$ cat config.mk
export PLATFORM = sky130hd
export DESIGN_NAME = fan_div_arbiter_flat
export DESIGN_NICKNAME = d
export VERILOG_FILES = /design/src/rtl/fan_div_arbiter_pkg.sv /design/src/rtl/fan_div_arbiter_if.sv /design/src/rtl/fan_div_arbiter_serial_divider.sv /design/src/rtl/fan_div_arbiter.sv /design/src/flat_wrapper.sv
export SDC_FILE = /design/constraint.sdc
export NUM_CORES = 1
export LEC_CHECK = 0
export CAP_MARGIN = 10
export CORE_AREA = 3 3 180 182
export CTS_BUF_LIST = sky130_fd_sc_hd__clkbuf_2 sky130_fd_sc_hd__clkbuf_4 sky130_fd_sc_hd__clkbuf_8
export CTS_CLUSTER_SIZE = 12
export DETAILED_ROUTE_END_ITERATION = 12
export DIE_AREA = 0 0 183 185
export GPL_ROUTABILITY_DRIVEN = 1
export GPL_TIMING_DRIVEN = 0
export HOLD_SLACK_MARGIN = 0.12
export PLACE_DENSITY = 0.57
export SETUP_SLACK_MARGIN = 0.4
export SYNTH_ARGS = -nofsm -noshare
export SYNTH_HDL_FRONTEND = slang
export SYNTH_SLANG_ARGS = --single-unit
$ cat constraint.sdc
create_clock -name clk_in_100 -period 4.42 [get_ports clk_in_100]
set_input_delay 0.663 -clock clk_in_100 [delete_from_list [all_inputs] [get_ports clk_in_100]]
set_output_delay 0.663 -clock clk_in_100 [all_outputs]
set_load 0.005 [all_outputs]
$ cat src/rtl/fan_div_arbiter_pkg.sv
// Shared definitions for the fan-control divider arbiter.
//   - Default UFixed width and fractional bit count used by the fan datapath.
//   - Arbiter FSM state encoding (IDLE -> BUSY -> DONE -> IDLE).
package fan_div_arbiter_pkg;

  localparam int UFIX_W        = 32;
  localparam int FIX_FRAC_BITS = 16;
  localparam int DEF_N_REQ     = 3;

  typedef enum logic [1:0] {
    ST_IDLE = 2'd0,
    ST_BUSY = 2'd1,
    ST_DONE = 2'd2
  } arb_state_t;

endpackage

$ cat src/rtl/fan_div_arbiter_if.sv
// Requester-side bus of the shared fan-control divider.
//   req_in       per-requester request level
//   dividend_in  packed dividends, requester i at [i*WIDTH +: WIDTH]
//   divisor_in   packed divisors, same packing
//   gnt_out      one-hot grant, high for the whole operation
//   done_out     one-hot 1-cycle completion pulse
//   quotient_out result, valid with done_out and held until the next done
//   busy_out     arbiter is not idle
// master: the requesting compute stages; slave: the arbiter.
interface fan_div_arbiter_if
  import fan_div_arbiter_pkg::*;
#(
  parameter int N_REQ = DEF_N_REQ,
  parameter int WIDTH = UFIX_W
);
  logic [N_REQ-1:0]       req_in;
  logic [N_REQ*WIDTH-1:0] dividend_in;
  logic [N_REQ*WIDTH-1:0] divisor_in;
  logic [N_REQ-1:0]       gnt_out;
  logic [N_REQ-1:0]       done_out;
  logic [WIDTH-1:0]       quotient_out;
  logic                   busy_out;

  modport master (
    output req_in, dividend_in, divisor_in,
    input  gnt_out, done_out, quotient_out, busy_out
  );

  modport slave (
    input  req_in, dividend_in, divisor_in,
    output gnt_out, done_out, quotient_out, busy_out
  );
endinterface

$ cat src/rtl/fan_div_arbiter_serial_divider.sv
// Iterative restoring radix-2 unsigned fixed-point divider.
//   quotient = (dividend << FRAC_BITS) / divisor, saturated to all-ones.
//   One quotient bit per cycle, WIDTH+FRAC_BITS cycles per operation;
//   a zero divisor finishes after a single cycle with an all-ones result.
// Ports:
//   clk_i, rst_i   clock, synchronous active-high reset (control only)
//   start_i        1-cycle pulse; operands are captured on this edge
//   dividend_i     UFixed dividend
//   divisor_i      UFixed divisor
//   last_o         high in the final working cycle (result lands next edge)
//   valid_o        1-cycle pulse, quotient_o valid in this cycle
//   quotient_o     saturated UFixed quotient
module fan_div_arbiter_serial_divider
  import fan_div_arbiter_pkg::*;
#(
  parameter int WIDTH     = UFIX_W,
  parameter int FRAC_BITS = FIX_FRAC_BITS
) (
  input  logic             clk_i,
  input  logic             rst_i,
  input  logic             start_i,
  input  logic [WIDTH-1:0] dividend_i,
  input  logic [WIDTH-1:0] divisor_i,
  output logic             last_o,
  output logic             valid_o,
  output logic [WIDTH-1:0] quotient_o
);
  localparam int NW   = WIDTH + FRAC_BITS;
  localparam int ITER = NW;
  localparam int CW   = $clog2(ITER + 1);

  // Control state
  logic          run_q;
  logic          dz_q;
  logic          valid_q;
  logic [CW-1:0] cnt_q;

  // Datapath state; num_q shifts the numerator out of its top while the
  // quotient bits shift in at the bottom, so it ends holding the quotient.
  logic [NW-1:0]    num_q;
  logic [WIDTH-1:0] rem_q;
  logic [WIDTH-1:0] div_q;
  logic [WIDTH-1:0] quot_q;

  logic [WIDTH:0]   rem_sh;
  logic             ge;
  logic [WIDTH-1:0] rem_nx;
  logic [NW-1:0]    num_nx;

  function automatic logic [WIDTH-1:0] sat_quot(input logic [NW-1:0] q);
    if ((q >> WIDTH) != '0) begin
      return '1;
    end
    return q[WIDTH-1:0];
  endfunction

  // One restoring step: bring down the next numerator bit, subtract if it fits.
  always_comb begin
    rem_sh = {rem_q, num_q[NW-1]};
    ge     = (rem_sh >= {1'b0, div_q});
    rem_nx = ge ? WIDTH'(rem_sh - {1'b0, div_q}) : rem_sh[WIDTH-1:0];
    num_nx = {num_q[NW-2:0], ge};
  end

  assign last_o = run_q && (dz_q || (cnt_q == CW'(1)));

  always_ff @(posedge clk_i) begin
    if (rst_i) begin
      run_q   <= 1'b0;
      dz_q    <= 1'b0;
      valid_q <= 1'b0;
      cnt_q   <= '0;
    end else begin
      valid_q <= 1'b0;
      if (start_i) begin
        run_q <= 1'b1;
        dz_q  <= (divisor_i == '0);
        cnt_q <= CW'(ITER);
      end else if (run_q) begin
        cnt_q <= cnt_q - CW'(1);
        if (last_o) begin
          run_q   <= 1'b0;
          valid_q <= 1'b1;
        end
      end
    end
  end

  always_ff @(posedge clk_i) begin
    if (start_i) begin
      num_q <= NW'(dividend_i) << FRAC_BITS;
      rem_q <= '0;
      div_q <= divisor_i;
    end else if (run_q) begin
      num_q <= num_nx;
      rem_q <= rem_nx;
      if (last_o) begin
        quot_q <= dz_q ? '1 : sat_quot(num_nx);
      end
    end
  end

  assign valid_o    = valid_q;
  assign quotient_o = quot_q;
endmodule

$ cat src/rtl/fan_div_arbiter.sv
// Round-robin arbiter sharing one serial divider among the fan-control
// stages (temperature smoothing, PWM linearisation, PWM smoothing).
// Ports:
//   clk_in_100  system clock
//   rst_in      synchronous active-high reset; drops any operation in flight
//   bus         requester bus (slave side): req/operands in,
//               grant/done/quotient/busy out
// A requester that drops req while its operation is running gets no done
// pulse and leaves quotient_out untouched; the divider still runs to the end.
module fan_div_arbiter
  import fan_div_arbiter_pkg::*;
#(
  parameter int N_REQ     = DEF_N_REQ,
  parameter int WIDTH     = UFIX_W,
  parameter int FRAC_BITS = FIX_FRAC_BITS
) (
  input  logic             clk_in_100,
  input  logic             rst_in,
  fan_div_arbiter_if.slave bus
);
  localparam int IDX_W = (N_REQ > 1) ? $clog2(N_REQ) : 1;

  arb_state_t       state_q, state_d;
  logic [IDX_W-1:0] win_q;
  logic [IDX_W-1:0] rr_ptr_q;
  logic             abort_q;
  logic [WIDTH-1:0] qhold_q;

  logic [IDX_W-1:0] pick_idx;
  logic             any_req;
  logic [WIDTH-1:0] sel_dividend;
  logic [WIDTH-1:0] sel_divisor;
  logic [N_REQ-1:0] win_onehot;
  logic             start;
  logic             upd;
  logic [N_REQ-1:0] gnt;
  logic [N_REQ-1:0] done;
  logic [WIDTH-1:0] quot;

  logic             div_last;
  logic             div_valid;
  logic [WIDTH-1:0] div_quot;

  // Round-robin pick: scan downward so the lowest offset from rr_ptr wins.
  always_comb begin
    any_req  = 1'b0;
    pick_idx = '0;
    for (int k = N_REQ - 1; k >= 0; k--) begin
      if (bus.req_in[(int'(rr_ptr_q) + k) % N_REQ]) begin
        any_req  = 1'b1;
        pick_idx = IDX_W'((int'(rr_ptr_q) + k) % N_REQ);
      end
    end
  end

  always_comb begin
    sel_dividend = '0;
    sel_divisor  = '0;
    for (int i = 0; i < N_REQ; i++) begin
      if (pick_idx == IDX_W'(i)) begin
        sel_dividend = bus.dividend_in[i*WIDTH +: WIDTH];
        sel_divisor  = bus.divisor_in[i*WIDTH +: WIDTH];
      end
    end
  end

  always_comb begin
    win_onehot = '0;
    for (int i = 0; i < N_REQ; i++) begin
      win_onehot[i] = (win_q == IDX_W'(i));
    end
  end

  // FSM: state register
  always_ff @(posedge clk_in_100) begin
    if (rst_in) begin
      state_q <= ST_IDLE;
    end else begin
      state_q <= state_d;
    end
  end

  // FSM: next state
  always_comb begin
    state_d = state_q;
    case (state_q)
      ST_IDLE: if (any_req)  state_d = ST_BUSY;
      ST_BUSY: if (div_last) state_d = ST_DONE;
      ST_DONE: state_d = ST_IDLE;
      default: state_d = ST_IDLE;
    endcase
  end

  // FSM: outputs
  always_comb begin
    start = (state_q == ST_IDLE) && any_req;
    upd   = (state_q == ST_DONE) && div_valid && !abort_q;
    gnt   = (state_q != ST_IDLE) ? win_onehot : '0;
    done  = upd ? win_onehot : '0;
    quot  = upd ? div_quot : qhold_q;
  end

  always_ff @(posedge clk_in_100) begin
    if (rst_in) begin
      win_q    <= '0;
      rr_ptr_q <= '0;
      abort_q  <= 1'b0;
      qhold_q  <= '0;
    end else begin
      if (start) begin
        win_q    <= pick_idx;
        rr_ptr_q <= (pick_idx == IDX_W'(N_REQ - 1)) ? '0 : pick_idx + 1'b1;
        abort_q  <= 1'b0;
      end else if ((state_q == ST_BUSY) && ((bus.req_in & win_onehot) == '0)) begin
        abort_q <= 1'b1;
      end
      if (upd) begin
        qhold_q <= div_quot;
      end
    end
  end

  fan_div_arbiter_serial_divider #(
    .WIDTH     (WIDTH),
    .FRAC_BITS (FRAC_BITS)
  ) u_div (
    .clk_i      (clk_in_100),
    .rst_i      (rst_in),
    .start_i    (start),
    .dividend_i (sel_dividend),
    .divisor_i  (sel_divisor),
    .last_o     (div_last),
    .valid_o    (div_valid),
    .quotient_o (div_quot)
  );

  assign bus.gnt_out      = gnt;
  assign bus.done_out     = done;
  assign bus.quotient_out = quot;
  assign bus.busy_out     = (state_q != ST_IDLE);
endmodule

$ cat src/flat_wrapper.sv
// flat-port wrapper written by rule: the top's interface ports become plain ports
module fan_div_arbiter_flat import fan_div_arbiter_pkg::*;
#(
  parameter int N_REQ     = DEF_N_REQ,
  parameter int WIDTH     = UFIX_W,
  parameter int FRAC_BITS = FIX_FRAC_BITS
)
  (clk_in_100, rst_in, bus_req_in, bus_dividend_in, bus_divisor_in, bus_gnt_out, bus_done_out, bus_quotient_out, bus_busy_out);
  fan_div_arbiter_if #(.N_REQ(N_REQ), .WIDTH(WIDTH)) bus_i ();
  input  logic clk_in_100;
  input  logic rst_in;
  input wire logic [$bits(bus_i.req_in)-1:0] bus_req_in;
  input wire logic [$bits(bus_i.dividend_in)-1:0] bus_dividend_in;
  input wire logic [$bits(bus_i.divisor_in)-1:0] bus_divisor_in;
  output wire logic [$bits(bus_i.gnt_out)-1:0] bus_gnt_out;
  output wire logic [$bits(bus_i.done_out)-1:0] bus_done_out;
  output wire logic [$bits(bus_i.quotient_out)-1:0] bus_quotient_out;
  output wire logic [$bits(bus_i.busy_out)-1:0] bus_busy_out;
  assign bus_i.req_in = bus_req_in;
  assign bus_i.dividend_in = bus_dividend_in;
  assign bus_i.divisor_in = bus_divisor_in;
  assign bus_gnt_out = bus_i.gnt_out;
  assign bus_done_out = bus_i.done_out;
  assign bus_quotient_out = bus_i.quotient_out;
  assign bus_busy_out = bus_i.busy_out;
  fan_div_arbiter #(.N_REQ(N_REQ), .WIDTH(WIDTH), .FRAC_BITS(FRAC_BITS)) u_core (.clk_in_100(clk_in_100), .rst_in(rst_in), .bus(bus_i));
endmodule
Word level (Yosys, flattened, before mapping)
Index checks and enable logic that the tools add are counted.
Operators by class
  add/subtract/negate cells: 5
  div/mod/pow operators: 3
  order comparisons: 4
  eq/ne operators: 9
  multiplexer cells: 43
  bitwise operators: 3
  reductions and logical operators: 19
Operators with widths (number)
  $mux W32: 10
  $lt A32 B4 Y1 const B: 3
  $mux W48: 2
  $mod A32 B3 Y32 const B: 2
  $reduce_bool A48 Y1: 1
  $ge A33 B32 Y1: 1
  $logic_not A32 Y1: 1
  $mod A3 B3 Y32 const B: 1
  $sub A32 B32 Y32: 1
  $mux W1: 17
  $mux W2: 6
  $mux W6: 2
  $bmux W1 S2: 3
  $eq A2 B1 Y1 const B: 3
  $eq A2 B2 Y1 const B: 3
  $eq A6 B1 Y1 const B: 1
  $logic_not A2 Y1: 3
  $mux W3: 2
  $sub A6 B1 Y6 const B: 1
  $logic_and A1 B1 Y1: 5
  $ne A2 B1 Y1 const B: 2
  $pmux W2 S2: 1
  $reduce_bool A2 Y1: 2
  $add A2 B1 Y3 const B: 1
  other kinds (11): 12
Storage, ports and cells
  flip-flop bits (word level): 192
  input port bits: 197
  output and inout bits: 39

Depth between registers and ports, before layout
  depth after elaboration: 13
  mapped depth: 15
  depth with buffers taken out: 13

By module
A second synthesis with hierarchy kept.
Second synthesis, totals
  cells, all modules: 1185
  area, all modules: 10899.2 µm²
By module, submodules not included
  fan_div_arbiter_serial_divider: times used 1, cells an instance 746, area an instance 7886.3 µm², sequential area each 4023.9 µm²
  fan_div_arbiter: times used 1, cells an instance 439, area an instance 3012.9 µm², sequential area each 780.7 µm²

Least setup slack after synthesis
Ideal clock, no wire load.
  path kind: register to register
  start: register u_core.rr_ptr_q[0]
  end: register u_core.u_div.quot_q[0], in the netlist u_core.u_div.quotient_o[0], enable pin
  data arrival time: 4118 ps
  required time: 3999 ps
  setup slack: -120 ps
  cell stages (with the launch flop): 13
  path buffers: 3
  cells stage by stage: dfxtp_1 inv_1 ha_1 buf_6 inv_1 a221oi_1 a21oi_1 nor3_1 nand2b_1 clkbuf_1 clkinv_1 clkbuf_1 nor2_1
On the way
  word-level cells in the longest chain between the ends: 11
  elaborated cells on any way between the ends: 20
  classes of those cells: add/sub: 2; div: 3; mux: 12; bitwise: 1; reduce/logical: 2
Ends and longest elaborated chain
  from (decl): RTL line fan_div_arbiter.sv:25  | logic [IDX_W-1:0] rr_ptr_q;
  from (signal assigned): RTL line fan_div_arbiter.sv:112  | rr_ptr_q <= (pick_idx == IDX_W'(N_REQ - 1)) ? '0 : pick_idx + 1'b1;
  $add A2 B2 Y3: RTL line fan_div_arbiter.sv:49  | if (bus.req_in[(int'(rr_ptr_q) + k) % N_REQ]) begin
  $mod A32 B3 Y32: RTL line fan_div_arbiter.sv:49
  $bmux W1 S2: RTL line fan_div_arbiter.sv:49
  $mux W1 (not written as such) (2 in a row): RTL line fan_div_arbiter.sv:49
  $mux W1 (2 in a row): RTL line fan_div_arbiter.sv:49
  $mux W1 (*): RTL line fan_div_arbiter.sv:49
  $logic_and A1 B1 Y1 (*): RTL line fan_div_arbiter.sv:96  | start = (state_q == ST_IDLE) && any_req;
  named net u_core.start: RTL line fan_div_arbiter.sv:34  | logic start;
  $not A1 Y1 (no line) (*)
  $reduce_and A3 Y1 (no line) (*)
  to (signal assigned): RTL line fan_div_arbiter_serial_divider.sv:98  | quot_q <= dz_q ? '1 : sat_quot(num_nx);
  to (decl): RTL line fan_div_arbiter_serial_divider.sv:43  | logic [WIDTH-1:0] quot_q;
The timed path passes the listed nets; every way through them passes the cells marked *. The select of a mux whose other input is x is not followed.
A chain may end at the register's enable or synchronous reset.

Final worst setup path
  start: register u_core.rr_ptr_q[0]
  end: register u_core.u_div.num_q[17], enable pin
On the way
  word-level cells in the longest chain between the ends: 10
  elaborated cells on any way between the ends: 19
  classes of those cells: add/sub: 2; div: 3; mux: 12; reduce/logical: 2
Ends and longest elaborated chain
  $add A2 B2 Y3: RTL line fan_div_arbiter.sv:49
  $mod A32 B3 Y32: RTL line fan_div_arbiter.sv:49
  $bmux W1 S2: RTL line fan_div_arbiter.sv:49
  $mux W1 (not written as such) (2 in a row): RTL line fan_div_arbiter.sv:49
  $mux W1 (2 in a row): RTL line fan_div_arbiter.sv:49
  $mux W1 (*): RTL line fan_div_arbiter.sv:49
  $logic_and A1 B1 Y1 (*): RTL line fan_div_arbiter.sv:96
  $reduce_bool A2 Y1 (no line) (*)
  to (signal assigned): RTL line fan_div_arbiter_serial_divider.sv:91  | num_q <= NW'(dividend_i) << FRAC_BITS;
  to (signal assigned): RTL line fan_div_arbiter_serial_divider.sv:95  | num_q <= num_nx;
  to (decl): RTL line fan_div_arbiter_serial_divider.sv:40  | logic [NW-1:0] num_q;
Every way passes the cells marked *; elsewhere a longest branch is shown, timed or not. The select of a mux whose other input is x is not followed.

==> impl_metrics.tcl <==
set metrics [dict create \
    core_area_sq_um 30700 \
    ys_seq_area_share_pct 44.3 \
    hp-class "reg -> reg" \
    crit_arrival_ps 3930 \
    syn-num-nets 1446 \
    critPathMaxFanout 21 \
    drv_slew 0 \
    fp.dieH_um 185 \
    cp_data_required_time_ps 4660 \
    num_vias 9758 \
    grt_pass1_wl_um 51400 \
    slew_headroom_pct 43.1 \
    syn_avg_cell_area_sq_um 8.95 \
    dr.pass1.iters 6 \
    fp.dieArea_sq_um 33900 \
    path_class "reg -> reg" \
    clkLatencyLatePin_ps 490 \
    cts-root-buf "clkbuf_8" \
    pin_count 236 \
    reg2reg_slack_ps 730 \
    p_int_mw 5.03 \
    ys_types 60 \
    r2r-end "u_core.u_div.num_q[17]" \
    antenna_cells 0 \
    ctsHoldBuffers 0 \
    rows 64 \
    switchingPower_mw 4.38 \
    drive_above_1_share_pct 6.94 \
    ir_worst_vdd_mv 0.308 \
    synth_ff_type "edfxtp_1" \
    hold_violations 0 \
    cts_made_buffers 17 \
    pwr-share-clk_pct 13.7 \
    grt-ovfl-total 0 \
    critPathSlowestCell "dfxtp_1" \
    period_share_pct 83.5 \
    max_freq_mhz 271 \
    cp-end-kind "flop" \
    p_per_area_nw_per_um2 660 \
    htreeDepth 4 \
    cts.path.max_buffers 2 \
    gp_congestion 0.879 \
    grt_pass1_vias 9437 \
    leakage_nw 5.52 \
    yosys-top-cells-area "edfxtp_1, dfxtp_1, o21ai_0, nand2_1, ha_1" \
    p_comb_share_pct 55.9 \
    grt_max_degree 43 \
    yosys-top-cells-count "nand2_1, o21ai_0, dfxtp_1, edfxtp_1, nor2_1" \
    instances_no_fill 1880 \
    antenna_found_initial 0 \
    clkSinkCount 192 \
    cts_tree "done" \
    die_w_um 183 \
    setup_tns_ps 0 \
    setup_viol 0 \
    crit_path_start_kind "flop" \
    viasPerCell 5.19 \
    power_mw 9.40 \
    drc 0 \
    rsz0062_at_grt "true" \
    worst_pin_slew_ps 854 \
    outcome "completed" \
    syn_inst 1211 \
    io_buffers 235 \
    reg2reg_from "u_core.rr_ptr_q[0]" \
    yosysMostFrequentCell "nand2_1" \
    async_reset_ff_share_pct 0 \
    synth_top_area_share_pct 26.6 \
    hold_start "u_core.abort_q" \
    grt_usage_pct 19.0 \
    clkTransAtPathRegs_ps 130 \
    synth_edf_count 96 \
    sequentialPowerShare_pct 30.4 \
    start_util_pct 35.3 \
    drt_iter0_markers 662 \
    maxCapViolCount 0 \
    slowest_delay_ps 390 \
    syn_area_sq_um 10800 \
    ff2ff_path_depth 13 \
    netSwitchingFraction_pct 46.6 \
    dp.cells 1844 \
    hpwl_um 25800 \
    drtAntennaViolNets 0 \
    clock_skew_ps 26.2 \
    crit_chain "inv_1 -> ha_1 -> buf_6 -> inv_1 -> a221oi_1 -> a21oi_1 -> nor3_1 -> nand2b_1 -> clkbuf_1 -> clkbuf_2 -> clkbuf_1 -> nand2_2 -> buf_16" \
    nNetsFinal 1706 \
    yosysWarningCount 0 \
    area_growth_pct 31.4 \
    wl_per_cell_um 17.5 \
    synth.largest_area_cell "edfxtp_1" \
    min_period_ps 3690 \
    synth-seq-cells 192 \
    whs_endpoint "u_core.abort_q" \
    totalWireLength_um 32900 \
    min_path_cells 2 \
]
-- layout by cell type (no fill, tap or decap), drive strengths merged, types with 4 or more instances in the layout --
cell           instances
mux2i                 20
nor3                  11
a21o                  29
o21a                   6
nand4                  9
o21bai                 4
clkinv                 5
nor2b                 57
buf                   29
edfxtp                96
nand3                 55
dfxtp                 96
clkdlybuf4s50        235
or3                    4
xor2                  11
clkbuf                76
nand2b                42
and3                  17
a31oi                 37
nor4                  12
a21oi                 59
a221o                 17
xnor2                 18
nor2                  71
nand2                145
o211ai                34
inv                   65
o21ai                116
mux2                  32
a211oi                 9
ha                    37
-- metrics by stage --
| stage | cell area (sq um) | setup WS [ps] | util [%] | hold WS (ps) |
|---|---|---|---|---|
| after floorplan | 10800 | 672 | - | 438 |
| after global placement | 13700 | -1010 | 44.5 | 451 |
| after detailed placement | 13700 | -493 | 44.6 | 461 |
| after CTS | 14200 | 426 | 46.2 | 492 |
| after global routing | 14200 | 400 | 46.3 | 516 |
| final | 14200 | 730 | 46.3 | 492 |
-- power by group through the flow --
stage               combinational, mW  clock [mW]  sequential, mW
global placement                 5.14           0            2.90
global route                     5.89        1.40            2.91
floorplan                        3.66           0            2.79
detailed placement               5.20           0            2.90
finish                           5.26        1.29            2.86
CTS                              5.24        1.32            2.86
-- cell type report --
cell class	instances	area [sq um]
repair buffers	240	2420
plain buffers	83	360
clock buffers	17	234
inverters	55	206
multi-input cells	882	5500
flip-flops and latches	192	4800
well taps	396	495
fillers	3014	16500
clock inverters	15	228
-- logic make-up (layout without fill, tap and decap cells) --
group / after synthesis / in the layout / synth area share [%]
buffers and inverters: 138 / 410 / 5.14
adder cells (fa/ha/maj): 38 / 38 / 4.46
XOR/XNOR: 29 / 29 / 2.34
flip-flops: 192 / 192 / 44.3
AND/OR/NAND/NOR: 430 / 431 / 19.3
multiplexers: 52 / 52 / 5.17
AO/OA/AOI/OAI: 332 / 332 / 19.3
-- how the worst max path moves through the flow --
| stage | start | to | slack (ps) | depth (start not counted) |
|---|---|---|---|---|
| after floorplan | u_core.rr_ptr_q[0] | u_core.u_div.quotient_o[0] | 670 | 12 |
| after global placement | bus_req_in[0] | u_core.u_div.quotient_o[16] | -1010 | 10 |
| after detailed placement | bus_req_in[0] | u_core.u_div.quotient_o[9] | -490 | 10 |
| after CTS | u_core.rr_ptr_q[0] | u_core.u_div.quotient_o[6] | 430 | 12 |
| after global routing | u_core.rr_ptr_q[0] | u_core.u_div.num_q[46] | 400 | 14 |
| final | u_core.rr_ptr_q[0] | u_core.u_div.num_q[17] | 730 | 13 |
-- registers in the layout, summed over array words and instances, names as in the netlist --
name / flops
u_core.u_div.quotient_o: 32
u_core.u_div.run_q: 1
u_core.abort_q: 1
u_core.state_q: 2
u_core.u_div.rem_q: 32
u_core.u_div.dz_q: 1
u_core.u_div.cnt_q: 6
u_core.win_q: 2
u_core.rr_ptr_q: 2
u_core.u_div.div_q: 32
u_core.u_div.num_q: 48
u_core.u_div.valid_o: 1
u_core.qhold_q: 32
-- per-layer routing --
layer  track usage, %  up-vias  part of all wire, %
li1                 -     4864                    -
met1             27.1     4578                   47
met2             30.8      286                   46
met3             2.67       30                  5.1
met4             4.42        0                  1.5
met5                0        -                    0
-- worst max-delay path: cells and delay by family, from the launching register on --
kind	cells	cell delay, ps
DFF	1	390
AOI/OAI and AO/OA	2	370
and+or+nand+nor	3	640
buffers and inverters	7	1690
adders and majority gates	1	350
-- repair_timing --
action / in CTS / in global routing
setup buffers: 0 / 3
resized for setup: 3 / 9
cloned: 1 / 0
endpoints found under the setup margin: 53 / 92
pin swaps: 1 / 2
Note: power is estimated with default switching activity, not from simulation.
